<file path="src/rtl/seq101_tx.sv">
// Serial frame transmitter: on accept, sends a fixed preamble, then the data word,
// then a forced zero gap on a single registered line.
module seq101_tx #(
  parameter int unsigned      DATA_W    = 8,
  parameter int unsigned      PRE_W     = 3,
  parameter logic [PRE_W-1:0] PREAMBLE  = 3'b101,
  parameter int unsigned      GAP       = 2,
  parameter bit               MSB_FIRST = 1'b1
) (
  input  logic              clk,
  input  logic              rst,
  input  logic              in_valid,
  input  logic [DATA_W-1:0] in_data,
  output logic              in_ready,
  output logic              sel,
  output logic              busy,
  output logic              frame_done
);

  localparam int unsigned MAX_PD = (PRE_W > DATA_W) ? PRE_W : DATA_W;
  localparam int unsigned MAX_V  = (MAX_PD > GAP) ? MAX_PD : GAP;
  localparam int unsigned CW     = $clog2(MAX_V + 1);

  localparam logic [CW-1:0] PRE_LAST  = CW'(PRE_W);
  localparam logic [CW-1:0] DATA_LAST = CW'(DATA_W);
  localparam logic [CW-1:0] GAP_LAST  = CW'(GAP);

  typedef enum logic [1:0] {S_IDLE, S_PRE, S_DATA, S_GAP} state_e;

  state_e            state_q, state_d;
  logic [CW-1:0]     cnt_q, cnt_d;
  logic [DATA_W-1:0] shift_q, shift_d;
  logic [PRE_W-1:0]  pre_q, pre_d;
  logic              sel_q, sel_d;
  logic              busy_q, busy_d;
  logic              done_q, done_d;

  logic [CW-1:0]     cnt_inc;
  logic              data_bit;
  logic [DATA_W-1:0] shift_nxt;

  // cnt counts bits already placed on sel in the current state, starting at 1 on entry.
  assign cnt_inc   = cnt_q + CW'(1);
  assign data_bit  = MSB_FIRST ? shift_q[DATA_W-1] : shift_q[0];
  assign shift_nxt = MSB_FIRST ? (shift_q << 1) : (shift_q >> 1);

  always_comb begin
    // NOTE: every next-state variable gets a default first so no path infers a latch.
    state_d = state_q;
    cnt_d   = cnt_q;
    shift_d = shift_q;
    pre_d   = pre_q;
    sel_d   = 1'b0;
    done_d  = 1'b0;
    unique case (state_q)
      S_IDLE: begin
        if (in_valid) begin
          state_d = S_PRE;
          cnt_d   = CW'(1);
          shift_d = in_data;
          sel_d   = PREAMBLE[PRE_W-1];
          pre_d   = PREAMBLE << 1;
        end
      end
      S_PRE: begin
        if (cnt_q == PRE_LAST) begin
          state_d = S_DATA;
          cnt_d   = CW'(1);
          sel_d   = data_bit;
          shift_d = shift_nxt;
          done_d  = (DATA_W == 1);
        end else begin
          sel_d = pre_q[PRE_W-1];
          pre_d = pre_q << 1;
          cnt_d = cnt_inc;
        end
      end
      S_DATA: begin
        if (cnt_q == DATA_LAST) begin
          if (GAP > 0) begin
            state_d = S_GAP;
            cnt_d   = CW'(1);
          end else begin
            state_d = S_IDLE;
            cnt_d   = '0;
          end
        end else begin
          sel_d   = data_bit;
          shift_d = shift_nxt;
          cnt_d   = cnt_inc;
          done_d  = (cnt_inc == DATA_LAST);
        end
      end
      S_GAP: begin
        if (cnt_q == GAP_LAST) begin
          state_d = S_IDLE;
          cnt_d   = '0;
        end else begin
          cnt_d = cnt_inc;
        end
      end
      default: begin
        state_d = S_IDLE;
        cnt_d   = '0;
      end
    endcase
    busy_d = (state_d != S_IDLE);
  end

  // NOTE: sequential state uses non-blocking assignments so all registers update together.
  always_ff @(posedge clk) begin
    if (rst) begin
      state_q <= S_IDLE;
      cnt_q   <= '0;
      shift_q <= '0;
      pre_q   <= '0;
      sel_q   <= 1'b0;
      busy_q  <= 1'b0;
      done_q  <= 1'b0;
    end else begin
      state_q <= state_d;
      cnt_q   <= cnt_d;
      shift_q <= shift_d;
      pre_q   <= pre_d;
      sel_q   <= sel_d;
      busy_q  <= busy_d;
      done_q  <= done_d;
    end
  end

  assign in_ready   = (state_q == S_IDLE);
  assign sel        = sel_q;
  assign busy       = busy_q;
  assign frame_done = done_q;

endmodule
</file>
<file path="config.mk">
export PLATFORM = sky130hd
export DESIGN_NAME = seq101_tx
export DESIGN_NICKNAME = d
export VERILOG_FILES = /design/src/rtl/seq101_tx.sv
export SDC_FILE = /design/constraint.sdc
export NUM_CORES = 1
export LEC_CHECK = 0
export ABC_AREA = 0
export BUFFER_PORTS_ARGS = -buffer_cell sky130_fd_sc_hd__buf_2
export CORE_MARGIN = 2
export CORE_UTILIZATION = 50
export DETAILED_ROUTE_END_ITERATION = 6
export GPL_TIMING_DRIVEN = 0
export HOLD_SLACK_MARGIN = 0.06
export PLACE_DENSITY = 0.74
export SETUP_SLACK_MARGIN = 0.05
export SLEW_MARGIN = 15
export SYNTH_ARGS = -nofsm -noshare
export SYNTH_HDL_FRONTEND = slang
export SYNTH_SLANG_ARGS = --single-unit
</file>
<file path="constraint.sdc">
create_clock -name clk -period 2.2 [get_ports clk]
set_clock_uncertainty 0.2 [all_clocks]
set_input_delay 0.11 -clock clk [delete_from_list [all_inputs] [get_ports clk]]
set_output_delay 0.11 -clock clk [all_outputs]
set_load 0.01 [all_outputs]
</file>
Word level (Yosys, flattened, before mapping)

Index checks and enable logic that the tools add are counted.

Memories kept: 0
Memory bits (read-only): 0
Output and inout bits: 4
Bits of input ports: 11
Flip-flop bits (word level): 20
Latch bits: 0
Word-level logic and storage cells: 48
Bits in writable memories: 0

Bitwise operators: 1
Equality and inequality tests: 11
Multipliers: 0
Shift operators: 0
Order comparisons: 0
Divide/modulo/power cells: 0
Add/subtract/negate cells: 1
Multiplexer cells: 21
Reduce and logical (&&, ||, !) cells: 7

Operators with widths:

| kind                  | count |
|---|---|
| $mux W8               | 3 |
| $pmux W8 S3           | 1 |
| $mux W4               | 4 |
| $pmux W4 S4           | 1 |
| $eq A4 B2 Y1 const B  | 2 |
| $eq A4 B4 Y1 const B  | 2 |
| $mux W2               | 4 |
| $ne A2 B2 Y1 const B  | 4 |
| $pmux W2 S4           | 1 |
| $mux W3               | 2 |
| $pmux W3 S2           | 1 |
| $add A4 B1 Y4 const B | 1 |
| $eq A2 B2 Y1 const B  | 2 |
| $reduce_and A4 Y1     | 1 |
| $reduce_bool A2 Y1    | 2 |
| $mux W1               | 3 |
| $pmux W1 S3           | 1 |
| $reduce_and A3 Y1     | 1 |
| $reduce_bool A3 Y1    | 1 |
| $reduce_or A3 Y1      | 1 |
| $eq A2 B1 Y1 const B  | 1 |
| $logic_not A2 Y1      | 1 |
| $not A1 Y1            | 1 |

Logic depth before layout (Yosys ltp)

Depth in word-level cells: 4
Mapped depth: 7
Depth with buffers taken out: 6

Worst setup path before layout

OpenSTA, ideal clock, no wires.

Path kind: register to register
Start: reg cnt_q[1]
End: reg shift_q[1]
Path buffers: 2
Arrival time: 1.946 ns
Path slack: -0.025 ns
Stages on the path, launching flop included: 8
Clock period less this slack: 2.225 ns
Required time: 1.921 ns
Library setup time: 0.079 ns
Path through: dfxtp_1 > ha_1 > or3b_1 > buf_6 > a2111oi_4 > buf_6 > nor2_1 > a211oi_2

Longest elaborated chain between the ends: 3
Elaborated cells between the ends (all ways): 5
Those cells by class: eq/ne: 4; reduce/logical: 1

Ends and longest elaborated chain:

| element                                             | RTL line | text |
|---|---|---|
| start, declared                                     | 31       | `logic [CW-1:0] cnt_q, cnt_d;` |
| start signal, assigned                              | 122      | `cnt_q <= cnt_d;` |
| $eq A4 B4 Y1 / $eq A4 B2 Y1 (equally long branches) | 79, 66   |  |
| $ne A2 B2 Y1 (no source line)                       | -        |  |
| $reduce_and A4 Y1 (no source line) (*)              | -        |  |
| end signal, assigned                                | 123      | `shift_q <= shift_d;` |
| end, declared                                       | 32       | `logic [DATA_W-1:0] shift_q, shift_d;` |

Every way passes the cells marked *; elsewhere a longest branch is shown, timed or not.
A chain may end at the register's enable or synchronous reset.

Worst setup path in the final report

Start: reg cnt_q[0]
End: reg shift_q[4]

Same word-level chain as after synthesis.

==> results.toml <==
[sta]
hold_viol = 0
slew_headroom_pct = 64.8
worst_slew_pin_slew_ns = 0.528
fin_crit_ns = 2.09
finalMaxSlewViolations = 0
setup_viol = 0
whs_ns = 0.273
rsz0062_at_grt = "true"
fmax_mhz = 479
fin_crit_sh_pct = 94.9
tns_ns = 0

[synthesis]
synth_common_cells = "dfxtp_1 (19), nor2_1 (13), a211oi_1 (8), ha_1 (8), inv_1 (8)"
synth_top_area_share_pct = 34.9
synthTopCellsByArea = "dfxtp_1 (35%), ha_1 (9.2%), mux2i_1 (6.4%)"
synth_ff_type = "dfxtp_1"
yosysWarnings = 0
ys_seq_area_share_pct = 34.9
ys_ff_latch = 19
syn_nets = 138
synth_edf_count = 0
syn_area_um2 = 1090
synth_cell_types = 35
avgSynthCellArea_um2 = 9.15
synth.most_common_cell = "dfxtp_1"
yosys.area.top_type = "dfxtp_1"
synthCells = 119
async_flop_share_pct = 0

[grt]
grt_usage_pct = 21.5
grt_util_met2_pct = 37.9
grt_busiest_layer = "met2"
grt_pass1_wl_mm = 4.13
grt_pass1_vias = 961
grt_use_met3_pct = 4.17
grt_max_degree = 11
use_met1_pct = 24.9
grt_overflow = 0
antenna_found_initial = 0

[power]
swShare_pct = 32.9
leakage_nw = 0.563
pwr-share-seq_pct = 45.7
powerDensity_nw_per_um2 = 648
p_total_uw = 911
ir_drop_v = 0.000554
p_sw_uw = 299
comb_power_share_pct = 34.6
p_int_uw = 611
p_clk_share_pct = 19.7

[critical_path]
path_max_fanout = 5
rr_worst_depth = 7
r2r-end = "shift_q[4]"
critPathSlowestCell = "dfxtp_4"
crit_buf_inv = 2
cpLargestDelayFamily = "compound AO/OA/AOI/OAI gates"
arrival_ns = 2.10
startpoint_type = "flop"
rr_startpoint = "cnt_q[0]"
ff2ff_setup_slack_ns = 0.11
crit_type = "flop to flop"
path_cells = "ha_4 -> or3b_1 -> buf_6 -> a2111oi_4 -> buf_4 -> nor2_1 -> a211oi_1"
critPathRequiredTime_ns = 2.21
cp-end-kind = "flop"
crit_path_max_incr_delay_ns = 0.38

[drt]
wl_mm = 2.49
drt_pass1_iterations = 4
viasPerCell = 5.44
drc = 0
detail-route-antenna-nets = 0
wl_per_cell_um = 13.8
drt_iter0_drc = 19
num_vias = 979

[final_layout]
utilization_pct = 70.2
fill_cells = 176
register_area_um2 = 390
syn2layout_area_growth_pct = 29.1
diodes = 0
layout-drive-gt1-share_pct = 26.1
multi_input_area_um2 = 644
finalNetCount = 173

[clock_network]
numCtsBuffers = 3
clk_pin_slew_ns = 0.11
clk_latency_ns = 0.30
htreeDepth = 1
cts_root_buf = "clkbuf_4"
tritoncts = "done"
clkSinkCount = 19
cts_buffer_depth = 2

[die]
start_util_pct = 54.4
dieArea_um2 = 2570
die_x_um = 50.7
die_h_um = 50.7
fp.coreArea_um2 = 2000
rows = 16
ios = 15

[min_path]
hold_path_depth = 2
worstHoldStart = "pre_q[1]"
min_path_type = "flop to flop"
min_to = "pre_q[2]"

[place]
place.detailed.hpwl_mm = 1.68
gp_congestion = 0.865
io_buffers = 14

[run_status]
status = "complete, no violations"

[job]
drv_cap = 0
registers in the layout (all words and copies together) (netlist names):
name and cells:
pre_q 2, frame_done 1, busy 1, cnt_q 4, state_q 2, sel 1, shift_q 8
kinds of logic (layout without fill, tap and decap cells):
family,after synthesis,count (layout),share of synthesized area [%]
AOI/OAI and AO/OA,31,31,23.1
muxes,7,7,6.44
buffers and inverters,17,51,8.04
xor gates and xnor gates,3,3,2.41
and+or+nand+nor,34,34,15.9
DFF,19,19,34.9
adders and majority gates,8,8,9.20
worst min-delay path: stages (launching register included):
cell and delay, ns:
dfxtp_1 0.33, nand4_1 0.06, a21oi_1 0.05
cell usage in the layout (no fill, tap or decap), drive strengths merged:
| cell type | instances |
|---|---|
| a2111oi | 2 |
| a211oi | 10 |
| a21oi | 4 |
| a311oi | 1 |
| and4b | 1 |
| buf | 27 |
| clkbuf | 6 |
| dfxtp | 19 |
| dlygate4sd3 | 10 |
| ha | 8 |
| inv | 8 |
| mux2i | 7 |
| nand2 | 6 |
| nand2b | 2 |
| nand3 | 2 |
| nand3b | 2 |
| nand4 | 2 |
| nor2 | 13 |
| nor2b | 2 |
| nor3b | 1 |
| nor4 | 1 |
| o2111a | 1 |
| o211ai | 3 |
| o21ai | 4 |
| o21bai | 2 |
| o221ai | 1 |
| o22ai | 1 |
| o311ai | 1 |
| o32ai | 1 |
| or3 | 1 |
| or3b | 1 |
| xor2 | 3 |
how the worst max path moves through the flow:
stage / startpoint / endpoint / slack, ns / cells after the start
after floorplan: cnt_q[0] / shift_q[1] / 0.06 / 7
after global placement: cnt_q[0] / shift_q[6] / -0.09 / 7
after detailed placement: cnt_q[0] / shift_q[1] / -0.15 / 7
after CTS: cnt_q[0] / shift_q[1] / 0.04 / 7
after global routing: cnt_q[0] / shift_q[4] / -0.02 / 7
final: cnt_q[0] / shift_q[4] / 0.11 / 7
through the flow:
step           setup WS, ns  instance area (µm²)  std cells
4_1_cts              0.0436                 1360        176
5_1_grt             -0.0182                 1410        180
6_report              0.113                 1410        180
3_5_place_dp         -0.154                 1200        160
2_1_floorplan        0.0619                 1090        119
3_3_place_gp        -0.0945                 1200        160
power groups by stage:
stage / sequential [mW] / combinational [mW] / clock, mW
finish: 0.416 / 0.315 / 0.180
global route: 0.421 / 0.346 / 0.204
CTS: 0.414 / 0.288 / 0.183
detailed placement: 0.421 / 0.262 / 0
global placement: 0.419 / 0.253 / 0
floorplan: 0.417 / 0.200 / 0
repair_timing:
action	CTS	global route
endpoints found under the setup margin	11	14
pin swaps	3	4
buffers inserted	3	5
hold buffers	10	0
hold endpoints to repair	11	0
resized for setup	5	6
area by class of cell:
cell class	instances	area share, %
inverter	8	2.14
multi-input combinational	83	45.9
tap	27	2.40
timing repair buffer	32	16.4
buffer	7	3.56
clock buffer	4	1.87
sequential	19	27.8
metal layers:
metal / vias up / share of wire (%)
li1: 497 / -
met1: 451 / 44
met2: 26 / 50
met3: 5 / 3.9
met4: 0 / 1.5
met5: - / 0
No activity file was read; power rests on OpenSTA's default activity.
